### src/rtl/uart_tx_fifo_reader.sv
// UART transmitter that pulls bytes from an upstream buffer.
// A byte is fetched with a single read strobe, latched one cycle later,
// and sent LSB first as a start bit, d_width data bits and a stop bit.
module uart_tx_fifo_reader #(
   parameter int CLKS_PER_BIT = 868,
   parameter int d_width      = 8
) (
   input  logic               clk,
   input  logic               rst,
   input  logic               en,
   input  logic               fifo_empty,
   input  logic [d_width-1:0] fifo_data,
   output logic               fifo_rd,
   output logic               tx,
   output logic               busy,
   output logic               tx_done
);

   localparam int IDX_W = $clog2(d_width + 1);
   localparam logic [15:0]      LAST_CNT = 16'(CLKS_PER_BIT - 1);
   localparam logic [15:0]      DONE_CNT = 16'(CLKS_PER_BIT - 2);
   localparam logic [IDX_W-1:0] LAST_BIT = IDX_W'(d_width - 1);

   typedef enum logic [2:0] {
      IDLE,
      FETCH,
      WAIT,
      START,
      DATA,
      STOP
   } state_t;

   state_t             state_q, state_d;
   logic [15:0]        baud_q, baud_d;
   logic [IDX_W-1:0]   idx_q, idx_d;
   logic [d_width-1:0] shift_q, shift_d;
   logic [d_width-1:0] shifted;
   logic               tx_q, tx_d;
   logic               rd_q, rd_d;
   logic               busy_q, busy_d;
   logic               done_q, done_d;
   logic               bit_end;

   // The only counter value that ends a bit period is the last one.
   assign bit_end = (baud_q == LAST_CNT);

   // Next-state logic; every output is computed here and registered below.
   always_comb begin
      state_d = state_q;
      baud_d  = baud_q;
      idx_d   = idx_q;
      shift_d = shift_q;
      tx_d    = tx_q;
      rd_d    = 1'b0;
      done_d  = 1'b0;
      shifted = shift_q >> 1;
      case (state_q)
         IDLE: begin
            tx_d = 1'b1;
            if (en && !fifo_empty) begin
               state_d = FETCH;
               rd_d    = 1'b1;
            end
         end
         FETCH: begin
            state_d = WAIT;
         end
         WAIT: begin
            shift_d = fifo_data;
            tx_d    = 1'b0;
            baud_d  = 16'd0;
            state_d = START;
         end
         START: begin
            if (bit_end) begin
               baud_d  = 16'd0;
               idx_d   = '0;
               tx_d    = shift_q[0];
               state_d = DATA;
            end else begin
               baud_d = baud_q + 16'd1;
            end
         end
         DATA: begin
            if (bit_end) begin
               baud_d  = 16'd0;
               shift_d = shifted;
               if (idx_q == LAST_BIT) begin
                  tx_d    = 1'b1;
                  state_d = STOP;
               end else begin
                  tx_d  = shifted[0];
                  idx_d = idx_q + 1'b1;
               end
            end else begin
               baud_d = baud_q + 16'd1;
            end
         end
         STOP: begin
            if (baud_q == DONE_CNT) begin
               done_d = 1'b1;
            end
            if (bit_end) begin
               baud_d  = 16'd0;
               state_d = IDLE;
            end else begin
               baud_d = baud_q + 16'd1;
            end
         end
         default: begin
            state_d = IDLE;
            tx_d    = 1'b1;
         end
      endcase
      busy_d = (state_d != IDLE);
   end

   // State and output registers with synchronous reset; reset drops any frame.
   always_ff @(posedge clk) begin
      if (rst) begin
         state_q <= IDLE;
         baud_q  <= 16'd0;
         idx_q   <= '0;
         shift_q <= '0;
         tx_q    <= 1'b1;
         rd_q    <= 1'b0;
         busy_q  <= 1'b0;
         done_q  <= 1'b0;
      end else begin
         state_q <= state_d;
         baud_q  <= baud_d;
         idx_q   <= idx_d;
         shift_q <= shift_d;
         tx_q    <= tx_d;
         rd_q    <= rd_d;
         busy_q  <= busy_d;
         done_q  <= done_d;
      end
   end

   assign fifo_rd = rd_q;
   assign tx      = tx_q;
   assign busy    = busy_q;
   assign tx_done = done_q;

endmodule

### config.mk
export PLATFORM = sky130hd
export DESIGN_NAME = uart_tx_fifo_reader
export DESIGN_NICKNAME = d
export VERILOG_FILES = /design/src/rtl/uart_tx_fifo_reader.sv
export SDC_FILE = /design/constraint.sdc
export NUM_CORES = 1
export LEC_CHECK = 0
export ABC_AREA = 0
export CAP_MARGIN = 20
export CORE_ASPECT_RATIO = 0.6
export CORE_MARGIN = 4
export CORE_UTILIZATION = 55
export DETAILED_ROUTE_END_ITERATION = 8
export GPL_TIMING_DRIVEN = 0
export PLACE_DENSITY = 0.77
export SYNTH_ARGS = -nofsm -noshare
export SYNTH_HDL_FRONTEND = slang
export SYNTH_SLANG_ARGS = --single-unit
### constraint.sdc
create_clock -name clk -period 2.7 [get_ports clk]
set_clock_uncertainty 0.05 [all_clocks]
set_input_delay 0.27 -clock clk [delete_from_list [all_inputs] [get_ports clk]]
set_output_delay 0.27 -clock clk [all_outputs]
set_load 0.01 [all_outputs]
# [After elaboration in Yosys (flattened, before gate mapping)]
# Cells that the tools add are included.
[op_classes] n_bitwise=3 n_mux=20 add_sub_neg=2 n_reduce_logical=14 n_eq_ne=11
[ops] operator="16-bit by 10-bit == test with 1-bit output (second input constant)" n=2
[ops] operator="16-bit case mux with 2 select lines" n=1
[ops] operator="3-bit case mux with 6 select lines" n=1
[ops] operator="16-bit by 1-bit adder with 16-bit output (second input constant)" n=1
[ops] operator="16-bit 2-to-1 mux" n=1
[ops] operator="8-bit case mux with 2 select lines" n=1
[ops] operator="3-bit 2-to-1 mux" n=5
[ops] operator="4-bit 2-to-1 mux" n=3
[ops] operator="8-bit 2-to-1 mux" n=1
[ops] operator="4-bit case mux with 2 select lines" n=1
[ops] operator="3-bit by 2-bit == test with 1-bit output (second input constant)" n=2
[ops] operator="3-bit == test (second input constant)" n=2
[ops] operator="2-bit != test (second input constant)" n=3
[ops] operator="2-bit nonzero test" n=3
[ops] operator="2-bit OR reduction" n=3
[ops] operator="1-bit 2-to-1 mux" n=5
[ops] operator="4-bit by 1-bit adder with 4-bit output (second input constant)" n=1
[ops] operator="4-bit by 3-bit == test with 1-bit output (second input constant)" n=1
[ops] operator="1-bit case mux with 4 select lines" n=1
[ops] operator="4-bit AND reduction" n=1
[ops] operator="3-bit by 1-bit == test with 1-bit output (second input constant)" n=1
[ops] operator="3-bit zero test" n=1
[ops] operator="1-bit inverter" n=3
[ops] operator="3-bit AND reduction" n=1
[ops] operator="5 further kinds" n=5
[totals] elab_cells=58 in_bits=12 out_inout_bits=4 regBits=35

# [Logic depth before layout (Yosys ltp)]
[logic_depth] word_depth=5 ltp_mapped=8 depth_no_buf=6

# [Worst setup path before layout]
# OpenSTA, ideal clock, no wires.
[synth_path] path_type="flip-flop to flip-flop" startpoint="reg baud_q[0]" endpoint="reg baud_q[14]" setup_time_ns=0.074 arrival_time_ns=1.734 synth_period_minus_slack_ns=1.858 path_stages_with_launch=9 required_time_ns=2.576 path_buffers=2 slack_ns=0.842 cell_sequence="dfxtp_1 > ha_1 > and4b_1 > and4_1 > buf_6 > nor3_4 > buf_6 > nand2_1 > a31oi_1"
[synth_between] elab_chain_cells=3 word_cells_on_any_way=4 classes_between="add/sub (1); eq/ne (1); mux (2)"
[synth_rtl] element="from (decl)" line="34" source="logic [15:0] baud_q, baud_d;"
[synth_rtl] element="from (signal assigned)" line="131" source="baud_q <= baud_d;"
[synth_rtl] element="16-bit by 1-bit adder with 16-bit output or 16-bit by 10-bit == test with 1-bit output (tied branches)"
[synth_rtl] element="16-bit 2-to-1 mux (*)" line="75, 85, 103"
[synth_rtl] element="16-bit case mux with 2 select lines (*)" line="57" source="case (state_q)"
# Mark *: on every way between the ends. The rest lies on a longest branch, timed or not.
# A chain may end at the register's enable or synchronous reset.

# [Final worst setup path]
[layout_path] startpoint="reg baud_q[12]" endpoint="reg baud_q[13]"
# Same word-level chain as after synthesis.

==> metrics.md <==
| Metric | Value |
|---|---|
| Maxcap violations | `0` |
| RSZ-0062 raised after global routing | `false` |
| Vias in the first global route | `1678` |
| Sequential fraction of the synthesis area | `38.5%` |
| CP top delay family | `simple AND/OR/NAND/NOR gates` |
| Remaining antenna violation count after routing | `0` |
| Flop pwr share | `52.7%` |
| Hpwl dp | `3.58 mm` |
| CTS Root Cell | `clkbuf_8` |
| Layout fillers | `242` |
| Max-slew violations | `0` |
| Remaining Overflow, GRT | `0` |
| Crit path largest cell delay | `0.60 ns` |
| Syn_nets | `235` |
| Buf/Inv on CP | `2` |
| Psw | `0.282 mW` |
| Crit path top cell by count | `nor2_1` |
| R2R setup slack | `0.38 ns` |
| Antenna cells | `0` |
| Period utilisation layout | `85.9%` |
| CTS tree | `yes` |
| Pint | `0.770 mW` |
| Mapped Cells | `220` |
| Max FO, Critical Path | `10` |
| Final GP Congestion | `0.872` |
| FF/Latch Area | `701 sq um` |
| Synth unique cells | `44` |
| TritonCTS Buffers | `5` |
| Post-CTS Setup Bufs | `0` |
| Clock share of power | `34.9%` |
| Height of the die | `52.5 um` |
| DP Area | `2010 sq um` |
| CTS clk-pin slew, worst paths | `0.07 ns` |
| Nets | `256` |
| R2r worst-path depth | `7` |
| Metal2 WL | `2.05 mm` |
| Post-CTS Resized | `0` |
| Total vias in the final route | `1853` |
| Async S/R FF share, synth | `0%` |
| Main synth FF type | `dfxtp_1` |
| R2R Path Start | `baud_q[12]` |
| Post-synth EDFFs | `0` |
| Initial Util | `60.2%` |
| Port-buffer cells | `14` |
| Die width | `82.2 um` |
| # H-tree levels | `2` |
| Met1 Routed Length | `2.22 mm` |
| Synth Area per Inst | `8.26 sq um` |
| Sw frac | `26.8%` |
| HP Class | `reg -> reg` |
| Status | `finished clean` |
| Type of origin of the critical path | `flip-flop` |
| Initial antenna violation count | `0` |
| Slowest cell on the critical path | `nor4_1` |
| Worst endpoint required time | `2.82 ns` |
| Hold Violations, Final | `0` |
| Routed len/inst | `17.1 um` |
| Top layer reached by signal wires | `met4` |
| Leak | `0.726 nW` |
| Die footprint | `4320 sq um` |
| Setup crit end kind | `flip-flop` |
| Total track usage | `25.4%` |
| Area grow syn2layout | `15.2%` |
| Fin area | `2090 sq um` |
| Yosys reg bits | `35` |
| Core area | `3020 sq um` |
| Hold slack | `0.450 ns` |
| Vias per cell | `6.52` |
| # DRC | `0` |
| Worst Hold Launch | `idx_q[3]` |
| Clk_lat worst skew | `0.29 ns` |
| # setup viols final | `0` |
| Drt first pass iters | `5` |
| Post-layout minimum cycle time | `2.32 ns` |
| CTS max path bufs | `2` |
| Peak Freq | `0.431 GHz` |
| Combinational power share | `12.5%` |
| Crit path cell chain | `nor4_1 > and4_1 > buf_6 > buf_2 > nor2_1 > o21bai_1 > nor2_1` |
| Crit path launch | `baud_q[12]` |
| Ys Warns | `0` |
| Cts hold-fix bufs | `0` |
| R2R Path End | `baud_q[13]` |
| Multi-input logic area | `1040 sq um` |
| Iter 0 DRT Violations | `284` |
| Crit Path Class | `reg -> reg` |
| Post-Syn Area | `1820 sq um` |
| Layout cells sized above 1 | `10.3%` |
| Met3 wire length | `507 um` |
| Setup TNS | `0 ns` |
| Hold endpoint | `idx_q[3]` |
| Top Ports | `16` |
| Crit path DAT | `2.44 ns` |
| Final WL | `4.87 mm` |
| Global-route wire length before repair | `8.07 mm` |
| P per Cell Area | `502 nW/um^2` |
| Sink Count | `35` |
| Peak supply drop | `0.326 mV` |
| Hold depth | `2` |
| Slew HR | `48.6%` |
| # rows | `15` |
| Largest net degree at the start of global routing | `12` |
| Slew @ Worst Pin | `0.765 ns` |
-- area by class of cell --
cell class                      count  area share [%]
Multi-Input combinational cell    170            49.8
Sequential cell                    35            33.5
Timing Repair Buffer               14            6.69
Clock buffer                        5            3.29
Buffer                             10            2.63
Tap cell                           42            2.51
Inverter                            5           0.896
Clock inverter                      3           0.717
-- cells in the mapped netlist, types with 2 or more instances --
library cell | n | area share, %
buf_2 | 2 | 0.55
nor3_1 | 5 | 1.4
nand4_1 | 5 | 1.7
o221a_2 | 7 | 4.3
nor4b_1 | 2 | 0.96
mux2i_1 | 2 | 1.1
o21ai_0 | 10 | 2.8
or3_1 | 2 | 0.69
and3b_1 | 3 | 1.4
nor3b_1 | 2 | 0.83
nand4b_1 | 3 | 1.4
nor2b_1 | 3 | 1.0
xor2_1 | 4 | 1.9
clkbuf_1 | 6 | 1.2
dfxtp_1 | 35 | 39
a21oi_1 | 20 | 5.5
and3_1 | 2 | 0.69
a31oi_1 | 10 | 3.4
nand3_1 | 11 | 3.0
a22o_1 | 2 | 0.96
o21bai_1 | 2 | 0.83
and4_1 | 3 | 1.4
ha_1 | 3 | 2.1
nor2_1 | 29 | 6.0
buf_6 | 2 | 1.2
nand2_1 | 19 | 3.9
nor4_1 | 2 | 0.69
xnor2_1 | 2 | 0.96
nand3b_1 | 3 | 1.2
inv_1 | 5 | 1.0
-- cells by family after synthesis --
kind of cell / count (synthesis) / synth area share [%]
multiplexers: 2 / 1.10
flip-flops: 35 / 38.5
XOR/XNOR: 6 / 2.89
buffers and inverters: 15 / 4.06
AO/OA/AOI/OAI: 55 / 19.8
AND/OR/NAND/NOR: 104 / 31.6
adder cells (fa/ha/maj): 3 / 2.06
-- state kept, by name (all words and copies together) (netlist names) --
signal,flops
tx,1
baud_q,16
tx_done,1
fifo_rd,1
state_q,3
shift_q,8
idx_q,4
busy,1
-- tightest hold or removal path, cell delays in order (launching register included) --
cell and delay [ns]:
dfxtp_1 0.34, nand2_1 0.07, a21oi_1 0.05
-- power by group through the flow --
| stage | logic, mW | clock network [mW] | registers [mW] |
|---|---|---|---|
| 6_report | 0.131 | 0.367 | 0.555 |
| 5_1_grt | 0.141 | 0.405 | 0.556 |
| 4_1_cts | 0.127 | 0.372 | 0.554 |
| 3_5_place_dp | 0.126 | 0 | 0.565 |
| 3_3_place_gp | 0.121 | 0 | 0.564 |
| 2_1_floorplan | 0.0804 | 0 | 0.562 |
-- through the flow --
stage	instances	power (mW)	setup WS, ns	utilization (%)
6_report	284	1.05	0.380	69.3
3_5_place_dp	276	0.691	0.526	66.5
2_1_floorplan	220	0.642	0.842	-
5_1_grt	284	1.10	0.338	69.3
3_3_place_gp	276	0.685	0.643	66.5
4_1_cts	284	1.05	0.504	69.3
-- placed cells by master, fill, tap and decap left out, types with 3 or more instances in the layout --
cell / count
dfxtp_1: 35
nor2_1: 29
a21oi_1: 20
nand2_1: 19
clkdlybuf4s50_1: 14
nand3_1: 11
a31oi_1: 10
o21ai_0: 10
o221a_2: 7
clkbuf_1: 6
inv_1: 5
nand4_1: 5
nor3_1: 5
clkbuf_8: 5
xor2_1: 4
and4_1: 3
nor2b_1: 3
and3b_1: 3
nand3b_1: 3
nand4b_1: 3
ha_1: 3
clkinv_2: 3
-- routing by layer --
| layer | vias to the layer above | global-route usage (%) |
|---|---|---|
| met3 | 16 | 6.19 |
| met5 | - | 0 |
| met2 | 103 | 38.0 |
| met1 | 877 | 35.5 |
| li1 | 857 | - |
| met4 | 0 | 8.29 |
-- worst max path at each step --
stage,to,slack [ns],cells after the start
floorplan,baud_q[14],0.84,8
global placement,baud_q[14],0.64,8
CTS,baud_q[13],0.50,7
global route,baud_q[9],0.34,8
detailed placement,baud_q[13],0.53,7
finish,baud_q[13],0.38,7
(Power assumes the default switching activity.)
